<file path="config.mk">
export PLATFORM = sky130hd
export DESIGN_NAME = pcm_frame_rx
export DESIGN_NICKNAME = d
export VERILOG_FILES = /design/src/rtl/pcm_frame_rx.sv
export SDC_FILE = /design/constraint.sdc
export NUM_CORES = 1
export LEC_CHECK = 0
export ABC_AREA = 1
export CORE_AREA = 2 2 113 115
export DETAILED_ROUTE_END_ITERATION = 7
export DIE_AREA = 0 0 115 117
export GPL_TIMING_DRIVEN = 0
export PLACE_DENSITY_LB_ADDON = 0.2
export SETUP_SLACK_MARGIN = 0.05
export SLEW_MARGIN = 20
export SYNTH_ARGS = -nofsm -noshare
export SYNTH_HDL_FRONTEND = slang
export SYNTH_SLANG_ARGS = --single-unit
</file>
<file path="constraint.sdc">
create_clock -name clk_8_192_MHz -period 2.9 [get_ports clk_8_192_MHz]
set_input_delay 0.29 -clock clk_8_192_MHz [delete_from_list [all_inputs] [get_ports clk_8_192_MHz]]
set_output_delay 0.29 -clock clk_8_192_MHz [all_outputs]
set_load 0.02 [all_outputs]
</file>
<file path="src/rtl/pcm_frame_rx.sv">
// pcm_frame_rx: I2S frame receiver for the 8.192 MHz domain. Assembles
// left/right words from a looped-back 256 kHz bit clock and publishes pairs.
module pcm_frame_rx #(
  parameter int unsigned WORD_W      = 16,
  parameter int unsigned SYNC_STAGES = 2
) (
  input  logic              clk_8_192_MHz,
  input  logic              reset_n,
  input  logic              sclk_in,
  input  logic              ws_in,
  input  logic              sd_in,
  output logic [WORD_W-1:0] left_data,
  output logic [WORD_W-1:0] right_data,
  output logic              frame_valid,
  input  logic              frame_ready,
  output logic              overrun,
  output logic              frame_err
);

  localparam logic [4:0] WORD_LEN = 5'(WORD_W);
  localparam logic [4:0] CNT_MAX  = 5'd31;

  typedef enum logic [1:0] {
    HUNT,
    LEFT,
    RIGHT
  } state_t;

  state_t state_q, state_d;

  logic [SYNC_STAGES-1:0] sclk_sync;
  logic [SYNC_STAGES-1:0] ws_sync;
  logic [SYNC_STAGES-1:0] sd_sync;
  logic                   sclk_dly;

  logic                   sclk_s;
  logic                   ws_s;
  logic                   sd_s;
  logic                   bit_edge;

  // Only WORD_W-1 bits are stored; the freshly sampled bit completes the word.
  logic [WORD_W-2:0]      shreg;
  logic [WORD_W-1:0]      shreg_next;
  logic [WORD_W-1:0]      left_hold;
  logic [4:0]             bit_cnt;
  logic [4:0]             cnt_inc;
  logic                   ws_prev;

  logic                   transition;
  logic                   ws_fall;
  logic                   len_ok;
  logic                   load_left;
  logic                   publish;
  logic                   word_err;

  always_ff @(posedge clk_8_192_MHz) begin
    if (!reset_n) begin
      sclk_sync <= '0;
      ws_sync   <= '0;
      sd_sync   <= '0;
      sclk_dly  <= 1'b0;
    end else begin
      sclk_sync <= {sclk_sync[SYNC_STAGES-2:0], sclk_in};
      ws_sync   <= {ws_sync[SYNC_STAGES-2:0], ws_in};
      sd_sync   <= {sd_sync[SYNC_STAGES-2:0], sd_in};
      sclk_dly  <= sclk_sync[SYNC_STAGES-1];
    end
  end

  always_comb begin
    sclk_s     = sclk_sync[SYNC_STAGES-1];
    ws_s       = ws_sync[SYNC_STAGES-1];
    sd_s       = sd_sync[SYNC_STAGES-1];
    bit_edge   = sclk_s & ~sclk_dly;
    shreg_next = {shreg, sd_s};
    cnt_inc    = (bit_cnt == CNT_MAX) ? CNT_MAX : bit_cnt + 5'd1;
    len_ok     = (cnt_inc == WORD_LEN);
    transition = bit_edge & (ws_s ^ ws_prev);
    ws_fall    = transition & ws_prev;
  end

  always_ff @(posedge clk_8_192_MHz) begin
    if (!reset_n) begin
      state_q <= HUNT;
    end else begin
      state_q <= state_d;
    end
  end

  always_comb begin
    state_d   = state_q;
    load_left = 1'b0;
    publish   = 1'b0;
    word_err  = 1'b0;
    case (state_q)
      HUNT: begin
        if (ws_fall) begin
          state_d = LEFT;
        end
      end
      LEFT: begin
        if (transition) begin
          if (len_ok) begin
            load_left = 1'b1;
            state_d   = RIGHT;
          end else begin
            word_err = 1'b1;
            state_d  = HUNT;
          end
        end
      end
      RIGHT: begin
        if (transition) begin
          if (len_ok) begin
            publish = 1'b1;
          end else begin
            word_err = 1'b1;
          end
          state_d = LEFT;
        end
      end
      default: state_d = HUNT;
    endcase
  end

  always_ff @(posedge clk_8_192_MHz) begin
    if (!reset_n) begin
      shreg     <= '0;
      left_hold <= '0;
      bit_cnt   <= '0;
      ws_prev   <= 1'b0;
    end else if (bit_edge) begin
      shreg   <= shreg_next[WORD_W-2:0];
      ws_prev <= ws_s;
      bit_cnt <= transition ? 5'd0 : cnt_inc;
      if (load_left) begin
        left_hold <= shreg_next;
      end
    end
  end

  // A publish while the previous pair is still pending and not being taken
  // this cycle is the only overrun case.
  always_ff @(posedge clk_8_192_MHz) begin
    if (!reset_n) begin
      left_data   <= '0;
      right_data  <= '0;
      frame_valid <= 1'b0;
      overrun     <= 1'b0;
      frame_err   <= 1'b0;
    end else begin
      overrun   <= publish & frame_valid & ~frame_ready;
      frame_err <= word_err;
      if (publish) begin
        left_data   <= left_hold;
        right_data  <= shreg_next;
        frame_valid <= 1'b1;
      end else if (frame_valid && frame_ready) begin
        frame_valid <= 1'b0;
      end
    end
  end

endmodule

</file>
---- Word level (Yosys, flattened, before mapping) ----
Cells that the tools add are included.
operators by class
  $add $sub $neg .......................... 1
  reduce and logical (&&, ||, !) cells .... 7
  eq/ne operators ......................... 7
  multiplexer cells ....................... 14
  bitwise operators ....................... 8
operators by type and width
  kind                                                                    number
  5-bit equality test (second input constant)                             2
  5-bit two-way mux                                                       2
  2-bit two-way mux                                                       4
  1-bit two-way mux                                                       7
  2-bit inequality test (second input constant)                           3
  2-bit one-hot mux with 3 select lines                                   1
  3-bit AND reduction                                                     2
  5-bit by 1-bit adder with 5-bit output (second input constant)          1
  1-bit AND                                                               5
  2-bit by 1-bit equality test with 1-bit output (second input constant)  1
  2-bit equality test (second input constant)                             1
  2-bit logical NOT                                                       1
  1-bit inverter                                                          2
  2-bit AND reduction                                                     1
  2-bit nonzero test                                                      1
  2-bit OR reduction                                                      1
  1-bit logical AND                                                       1
  1-bit bitwise XOR                                                       1
word-level totals
  flip-flop bits (word level) ............. 81
  logic and storage cells ................. 51
  output and inout port bits .............. 35

---- Depth between registers and ports, before layout ----
Gate-level depths: netlist (run 1).
  word-level depth ........................ 8
  depth in mapped cells ................... 12

---- Least setup slack after synthesis (run 1) ----
OpenSTA, ideal clock, no wires.
  path kind ............................... reg-to-reg
  start point ............................. reg bit_cnt[0]
  end point ............................... reg left_hold[4]
  period minus slack after synthesis ...... 1648 ps
  path buffers ............................ 1
  arrival time ............................ 1538 ps
  cell stages (with the launch flop) ...... 11
  slack ................................... 1252 ps
  cell sequence ........................... dfxtp_1 ha_1 nand3_1 inv_2 nand2_2 nand3_2 nor2_4 clkbuf_1 nand4_1 nand2_1 nor2_1
between the ends
  cells in the longest elaborated chain, start to end .. 7
  elaborated cells between the ends (all ways) .. 8
  classes of those cells .................. 1 x add/sub; 2 x eq/ne; 4 x mux; 1 x reduce/logical
ends and longest elaborated chain
  element                                                                        RTL line  RTL
  start, declared                                                                45        logic [4:0] bit_cnt;
  start signal, assigned                                                         135       bit_cnt <= transition ? 5'd0 : cnt_inc;
  5-bit by 1-bit adder with 5-bit output or 5-bit equality test (tied branches)  76        cnt_inc = (bit_cnt == CNT_MAX) ? CNT_MAX : bit_cnt + 5'd1;
  5-bit two-way mux (*)                                                          76
  5-bit equality test (*)                                                        77        len_ok = (cnt_inc == WORD_LEN);
  1-bit two-way mux (*)                                                          103       if (len_ok) begin
  1-bit two-way mux (*)                                                          n/a
  1-bit two-way mux (*)                                                          95        case (state_q)
  2-bit AND reduction (no line) (*)                                              n/a
  end signal, assigned                                                           137       left_hold <= shreg_next;
  end, declared                                                                  44        logic [WORD_W-1:0] left_hold;
Every way passes the cells marked *; elsewhere a longest branch is shown, timed or not.
A chain may end at the register's enable or synchronous reset.

---- Worst setup path in the final report (run 1) ----
  start point ............................. reg bit_cnt[0]
  end point ............................... reg right_data[12]
between the ends
  cells in the longest elaborated chain, start to end .. 6
  elaborated cells between the ends (all ways) .. 7
  classes of those cells .................. 1 x add/sub; 2 x eq/ne; 4 x mux
ends and longest elaborated chain
  element                                                                        RTL line  RTL
  5-bit by 1-bit adder with 5-bit output or 5-bit equality test (tied branches)  76
  5-bit two-way mux (*)                                                          76
  5-bit equality test (*)                                                        77
  1-bit two-way mux (*)                                                          114       if (len_ok) begin
  1-bit two-way mux (*)                                                          113       if (transition) begin
  1-bit two-way mux (*)                                                          95
  end signal, assigned                                                           156       right_data <= shreg_next;
  end, declared                                                                  13        output logic [WORD_W-1:0] right_data,
Marked as above.

==> summary.md, run 1 <==
| Metric | Value |
|---|---|
| Status | `completed` |
| Psw | `493 uW` |
| Register bit total from synthesis | `81` |
| Unrepaired setup endpoints after global routing | `no` |
| CTS tree | `done` |
| Hold Path Depth | `3` |
| Slew HR | `61.8%` |
| Antenna cells | `0` |
| Slowest-stage cell, CP | `dfxtp_1` |
| Max Cap Viol | `0` |
| CTS Buffer Depth | `2` |
| Proportion of layout cells with a drive suffix above 1 | `4.93%` |
| Tightest Pin Transition | `0.573 ns` |
| VDD IR max | `0.209 mV` |
| Vias in the first global route | `2866` |
| Root Buffer | `clkbuf_16` |
| Grt total ovfl | `0` |
| Layout Nets | `594` |
| PostCTS Resize Cnt | `0` |
| Seq/Total Area, Yosys | `45.1%` |
| Drc violations | `0` |
| Power Density | `545 nW/um2` |
| Switching share of power | `20.1%` |
| Hold Path Class | `input port to flop` |
| Pin count of the biggest net entering global routing | `13` |
| Clock sinks | `81` |
| Fmax | `507 MHz` |
| P_int | `1960 uW` |
| Max FO, Critical Path | `10` |
| PnR Total Power | `2450 uW` |
| Initial DRC count | `125` |
| Port bufs | `39` |
| CP endpoint kind | `flop` |
| Max incr delay on CP | `0.37 ns` |
| Final wirelength | `8.09 mm` |
| Final worst slack | `0.927 ns` |
| Slew Limit Fails | `0` |
| Place WS | `0.910 ns` |
| # H-tree levels | `3` |
| Initial antenna violation count | `0` |
| Cells after Synth | `533` |
| Avg WL per Cell | `11.0 um` |
| Logic gate share of total power | `3.8%` |
| Syn Nets | `544` |
| Boundary Pins | `41` |
| Post-CTS Setup Inserts | `0` |
| Skew final | `0.00401 ns` |
| Clock Latency Late Sink | `0.34 ns` |
| CTS buffer count | `9` |
| Clock Power Share | `49.9%` |
| Setup TNS | `0 ns` |
| Core Rows | `41` |
| Avg Inst Size Synth | `6.75 um2` |
| CP required | `3.14 ns` |
| Remaining antenna violation count | `0` |
| Startpoint types | `flop` |
| CP cell instances | `ha_1 > nand3_1 > inv_2 > nand2_2 > nand3_2 > nor2_4 > clkbuf_1 > nand4_1 > nand2_1 > nor2_1` |
| Cell variety after synth | `21` |
| Die area | `13500 um2` |
| Final worst-path cycle share | `68.0%` |
| CP arrival | `2.21 ns` |
| Final Hold Viols | `0` |
| Horiz. Die Dim | `115 um` |
| DRT Pass-1 Iters | `4` |
| Die height | `117 um` |
| Detail Placement HPWL | `5.99 mm` |
| Hold Buf Count CTS | `0` |
| Total global-route track usage | `13.0%` |
| First-pass GRT wire length | `13.4 mm` |
| Routability congestion estimate | `0.879` |
| Initial Util | `29.2%` |
| Core Area | `12300 um2` |
| Worst reg-to-reg path cell count | `10` |
| Worst-path clk slew | `0.06 ns` |
| Seq pwr share | `46.4%` |
| # setup viols final | `0` |
| Vias/cell | `4.20` |
| Critical path class | `flop to flop` |
| Crit path time final | `1.97 ns` |
| Warnings from Yosys | `0` |
| Final hold slack | `0.341 ns` |
| Synth Cell Area | `3600 um2` |
| Vias | `3103` |
| Lkg Pwr | `0.00198 uW` |
| Layout area overhead | `25.1%` |
-- worst max-delay path, delay by kind of cell, from the launching register on --
family        cells  cell delay, ns
buf+inv           2            0.42
simple gates      7            0.82
flops             1            0.37
fa+ha+maj         1            0.26
-- cells in the final DEF, fill, tap and decap left out, types with 2 or more instances in the layout --
master	n
clkbuf_16	9
inv_2	2
nand2_1	124
nand3_1	6
buf_1	10
buf_2	7
nand3b_1	2
clkbuf_1	17
a21oi_1	23
ha_1	5
clkdlybuf4s50_1	39
nor2_1	51
clkbuf_8	2
o21ai_0	19
dfxtp_1	81
nand4_1	49
nand3_2	3
bufinv_16	2
inv_1	131
-- registers in the layout (all words and copies together), names as in the netlist --
| signal | count |
|---|---|
| sd_sync | 2 |
| bit_cnt | 5 |
| state_q | 2 |
| left_data | 16 |
| overrun | 1 |
| left_hold | 16 |
| frame_err | 1 |
| ws_sync | 2 |
| shreg | 15 |
| frame_valid | 1 |
| sclk_dly | 1 |
| sclk_sync | 2 |
| right_data | 16 |
| ws_prev | 1 |
-- power groups by stage --
stage                     Combinational, uW  Sequential (uW)  Clock [uW]
after floorplan                        62.5             1160           0
after global placement                 90.9             1160           0
after detailed placement               92.7             1160           0
after CTS                              93.1             1140        1260
after global routing                    106             1140        1310
final                                  92.2             1140        1220
-- layout make-up --
class                      count  area, um2
buffer                        31        125
clock buffer                  14        264
clock inverter                 2       60.1
fill                        1330       7810
inverter                     133        499
multi-input combinational    288       1350
sequential                    81       1620
tap                          150        188
timing repair buffer          39        390
-- cell usage after synthesis --
master | instances | share of area, %
ha_1 | 5 | 1.7
dfxtp_1 | 81 | 45
o21ai_1 | 1 | 0.14
inv_2 | 2 | 0.21
nand2_2 | 1 | 0.17
inv_1 | 131 | 14
buf_1 | 10 | 1.0
nand2_1 | 124 | 13
clkbuf_1 | 14 | 1.5
nor2_4 | 1 | 0.31
nor2_1 | 51 | 5.3
nand3_2 | 3 | 0.83
buf_2 | 7 | 0.97
nand3_1 | 6 | 0.83
o21ai_0 | 19 | 2.6
or2_2 | 1 | 0.17
nor2_2 | 1 | 0.17
nand3b_1 | 2 | 0.42
a21oi_1 | 23 | 3.2
nand4_1 | 49 | 8.5
nor3_1 | 1 | 0.14
-- worst paths after layout --
| check | startpoint | end | slack (ns) |
|---|---|---|---|
| setup / recovery | bit_cnt[0] | right_data[12] | 0.93 |
| hold / removal | reset_n | left_hold[7] | 0.34 |
| hold reg to reg | ws_sync[0] | ws_sync[1] | 0.41 |
| setup reg to reg | bit_cnt[0] | right_data[12] | 0.93 |
-- through the flow --
| stage | cells | utilization (%) | cell area [um2] |
|---|---|---|---|
| 4_1_cts | 738 | 36.5 | 4500 |
| 2_1_floorplan | 533 | - | 3600 |
| 3_5_place_dp | 722 | 33.9 | 4180 |
| 3_3_place_gp | 722 | 33.9 | 4180 |
| 5_1_grt | 738 | 36.5 | 4500 |
| 6_report | 738 | 36.5 | 4500 |
-- cells by family after synthesis --
| group | Yosys count | share of synthesized area (%) |
|---|---|---|
| flops | 81 | 45.1 |
| fa+ha+maj | 5 | 1.74 |
| compound gates | 43 | 5.98 |
| simple gates | 240 | 29.8 |
| buf+inv | 164 | 17.4 |
-- metal layers --
layer / GRT usage, % / part of all wire [%] / vias to the layer above
li1: - / - / 1708
met2: 21.1 / 47 / 43
met3: 2.32 / 3.5 / 13
met4: 7.95 / 2.7 / 0
met1: 16.0 / 47 / 1339
met5: 0 / 0 / -
Power figures use the tool's default switching activity.
==> run 2: changes to the inputs <==
- clock period: 2.9 -> 1.7 ns (I/O delays scaled with it)
==> run 2 against run 1 <==
Effect of this change:
- final cell count rose by 1.2%
- worst hold slack got worse by 0.12 ns
- setup slack got worse by 0.91 ns
- sequential cell count did not move
- maximum frequency rose by 17%
- sequential share of layout area fell by 3.4 points
- die area did not move
- via count rose by 6.5%
- critical endpoint is now right_data[3]
==> summary.md, run 2 (same netlist as run 1, synthesis figures left out) <==
| Metric | Value |
|---|---|
| Status | `completed` |
| Core Rows | `41 (unchanged)` |
| Seq pwr share | `46.2% (-0.2 points)` |
| Vias in the first global route | `2963 (+3.4%)` |
| Slew Limit Fails | `0 (unchanged)` |
| DRT Pass-1 Iters | `5 (+1)` |
| VDD IR max | `0.356 mV (+71%)` |
| Place WS | `-0.290 ns (-1.20 ns)` |
| Tightest Pin Transition | `0.578 ns (+0.00499 ns)` |
| Final worst slack | `0.0139 ns (-0.913 ns)` |
| Initial Util | `29.2% (unchanged)` |
| Worst-path clk slew | `0.06 ns (about the same)` |
| P_int | `3350 uW (+71%)` |
| Pin count of the biggest net entering global routing | `13 (unchanged)` |
| Lkg Pwr | `0.00216 uW (+9.1%)` |
| # H-tree levels | `3 (unchanged)` |
| Setup crit end | `right_data[3]` |
| Initial DRC count | `133 (+6.4%)` |
| Vias | `3305 (+6.5%)` |
| Total global-route track usage | `13.4% (+0.46 points)` |
| CP required | `1.97 ns (-1.17 ns)` |
| Critical path class | `flop to flop` |
| Worst reg-to-reg path cell count | `12 (+2)` |
| CP arrival | `1.96 ns (-0.25 ns)` |
| Final wirelength | `8.86 mm (+9.5%)` |
| Setup TNS | `0 ns (unchanged)` |
| Avg WL per Cell | `11.9 um (+8.1%)` |
| Antenna cells | `0 (unchanged)` |
| Fmax | `593 MHz (+17%)` |
| Final worst-path cycle share | `99.2% (+31 points)` |
| Switching share of power | `20.4% (+0.27 points)` |
| First-pass GRT wire length | `13.9 mm (+3.4%)` |
| Most frequent cells in the layout | `107 x inv_1, 80 x nand2_1, 76 x dfxtp_1, 49 x nand4_1, 42 x nor2_1` |
| Final Hold Viols | `0 (unchanged)` |
| Routability congestion estimate | `0.879 (unchanged)` |
| Hold Path Class | `input port to flop` |
| Clock Power Share | `49.8% (about the same)` |
| # setup viols final | `0 (unchanged)` |
| Startpoint types | `flop` |
| Core Area | `12300 um2 (unchanged)` |
| CP cell instances | `ha_4 > nand3_4 > inv_4 > nand2_4 > nand3_4 > nor2_4 > buf_12 > nand3_4 > buf_6 > nand2_1 > inv_1 > nor2_1` |
| CTS tree | `done` |
| Horiz. Die Dim | `115 um (unchanged)` |
| Vias/cell | `4.42 (+5.2%)` |
| Port bufs | `39 (unchanged)` |
| Clock Latency Late Sink | `0.34 ns (about the same)` |
| Delay-heaviest family, CP | `simple AND/OR/NAND/NOR gates` |
| CTS Buffer Depth | `2 (unchanged)` |
| Unrepaired setup endpoints after global routing | `yes` |
| R2R Path Start | `bit_cnt[0]` |
| Reg-to-Reg End | `right_data[3]` |
| Grt total ovfl | `0 (unchanged)` |
| Clock sinks | `81 (unchanged)` |
| Skew final | `0.00390 ns (-0.000105 ns)` |
| CP startpoint | `bit_cnt[0]` |
| Die height | `117 um (unchanged)` |
| Psw | `855 uW (+74%)` |
| Slowest-stage cell, CP | `dfxtp_4` |
| Max FO, Critical Path | `7 (-3)` |
| Power Density | `840 nW/um2 (+54%)` |
| Max Cap Viol | `0 (unchanged)` |
| Proportion of layout cells with a drive suffix above 1 | `22.8% (+18 points)` |
| Root Buffer | `clkbuf_16` |
| CTS buffer count | `9 (unchanged)` |
| CP dominant cell by count | `nand3_4` |
| Biggest regs | `left_data x16, left_hold x16, right_data x16` |
| Detail Placement HPWL | `5.99 mm (unchanged)` |
| Die area | `13500 um2 (unchanged)` |
| CP Buf/Inv Count | `4 (+2)` |
| CP endpoint kind | `flop` |
| CP Depth | `12 (+2)` |
| Initial antenna violation count | `0 (unchanged)` |
| Logic gate share of total power | `4.0% (+0.2 points)` |
| Layout area overhead | `38.9%` |
| Most common cell after layout, fill and taps aside | `inv_1` |
| Slew HR | `61.5% (-0.33 points)` |
| Layout Nets | `603 (+1.5%)` |
| Remaining antenna violation count | `0 (unchanged)` |
| Boundary Pins | `41 (unchanged)` |
| Worst R2R Setup Slack | `0.01 ns (-0.91 ns)` |
| Drc violations | `0 (unchanged)` |
| Max incr delay on CP | `0.36 ns (about the same)` |
| Crit path time final | `1.69 ns (-0.287 ns)` |
==> run 2: cell count changes in the layout (fill, tap and decap cells not counted), sizes merged <==
cell and delta:
buf +9
==> run 2: worst min-delay path by stage <==
stage	from	endpoint	slack [ns]	cells after the start
after detailed placement	ws_sync[0]	ws_sync[1]	0.39	2
after floorplan	sclk_in	sclk_sync[0]	0.27	2
after global placement	sclk_sync[0]	sclk_sync[1]	0.40	2
final	reset_n	left_hold[5]	0.23	3
after CTS	reset_n	shreg[10]	0.21	3
after global routing	reset_n	left_hold[7]	0.26	3
==> run 2: final cells by class <==
| class | instances | area (um2) |
|---|---|---|
| fillers | 1294 | 7310 |
| flip-flops and latches | 81 | 1630 |
| multi-input cells | 288 | 1630 |
| repair buffers | 52 | 563 |
| inverters | 133 | 504 |
| clock buffers | 14 | 264 |
| well taps | 150 | 188 |
| plain buffers | 27 | 158 |
| clock inverters | 2 | 60.1 |
==> run 2: timing repair <==
action / CTS / global route
cloned: 2 / 2
buffers inserted: 4 / 5
endpoints found under the setup margin: 53 / 51
hold buffers: 0 / 0
pin swaps: 10 / 47
resized for setup: 40 / 103
==> run 2: per-stage QoR <==
stage          total power [uW]  area, um2  util, %  hold slack (ns)  std cells
2_1_floorplan              2080       3600        -            0.268        533
6_report                   4200       5000     40.6            0.225        747
3_5_place_dp               2140       4180     33.9            0.395        722
5_1_grt                    4370       5000     40.6            0.256        747
4_1_cts                    4260       4670     37.9            0.208        742
3_3_place_gp               2130       4180     33.9            0.396        722
==> run 2: routing by layer <==
metal	global-route usage, %	up-vias	wire length [um]
li1	-	1729	-
met1	16.5	1503	3950
met2	22.4	61	4400
met3	2.32	12	322
met4	7.47	0	183
met5	0	-	0
==> run 2: worst reg2reg max path, delay by kind of cell (launching register included) <==
family        cells  cell delay (ns)
fa+ha+maj         1             0.18
flops             1             0.36
simple gates      7             0.69
buf+inv           4             0.40
==> run 2: power by group through the flow <==
stage | logic, uW | clock network (uW) | registers, uW
after floorplan | 107 | 0 | 1980
after global placement | 155 | 0 | 1980
after detailed placement | 158 | 0 | 1980
after CTS | 165 | 2160 | 1940
after global routing | 190 | 2240 | 1940
final | 168 | 2090 | 1940
==> run 3: changes to the inputs <==
- CAP_MARGIN: not set -> 20
==> results of run 3 <==
No change in the layout: final DEF, timing and power equal those of run 2.
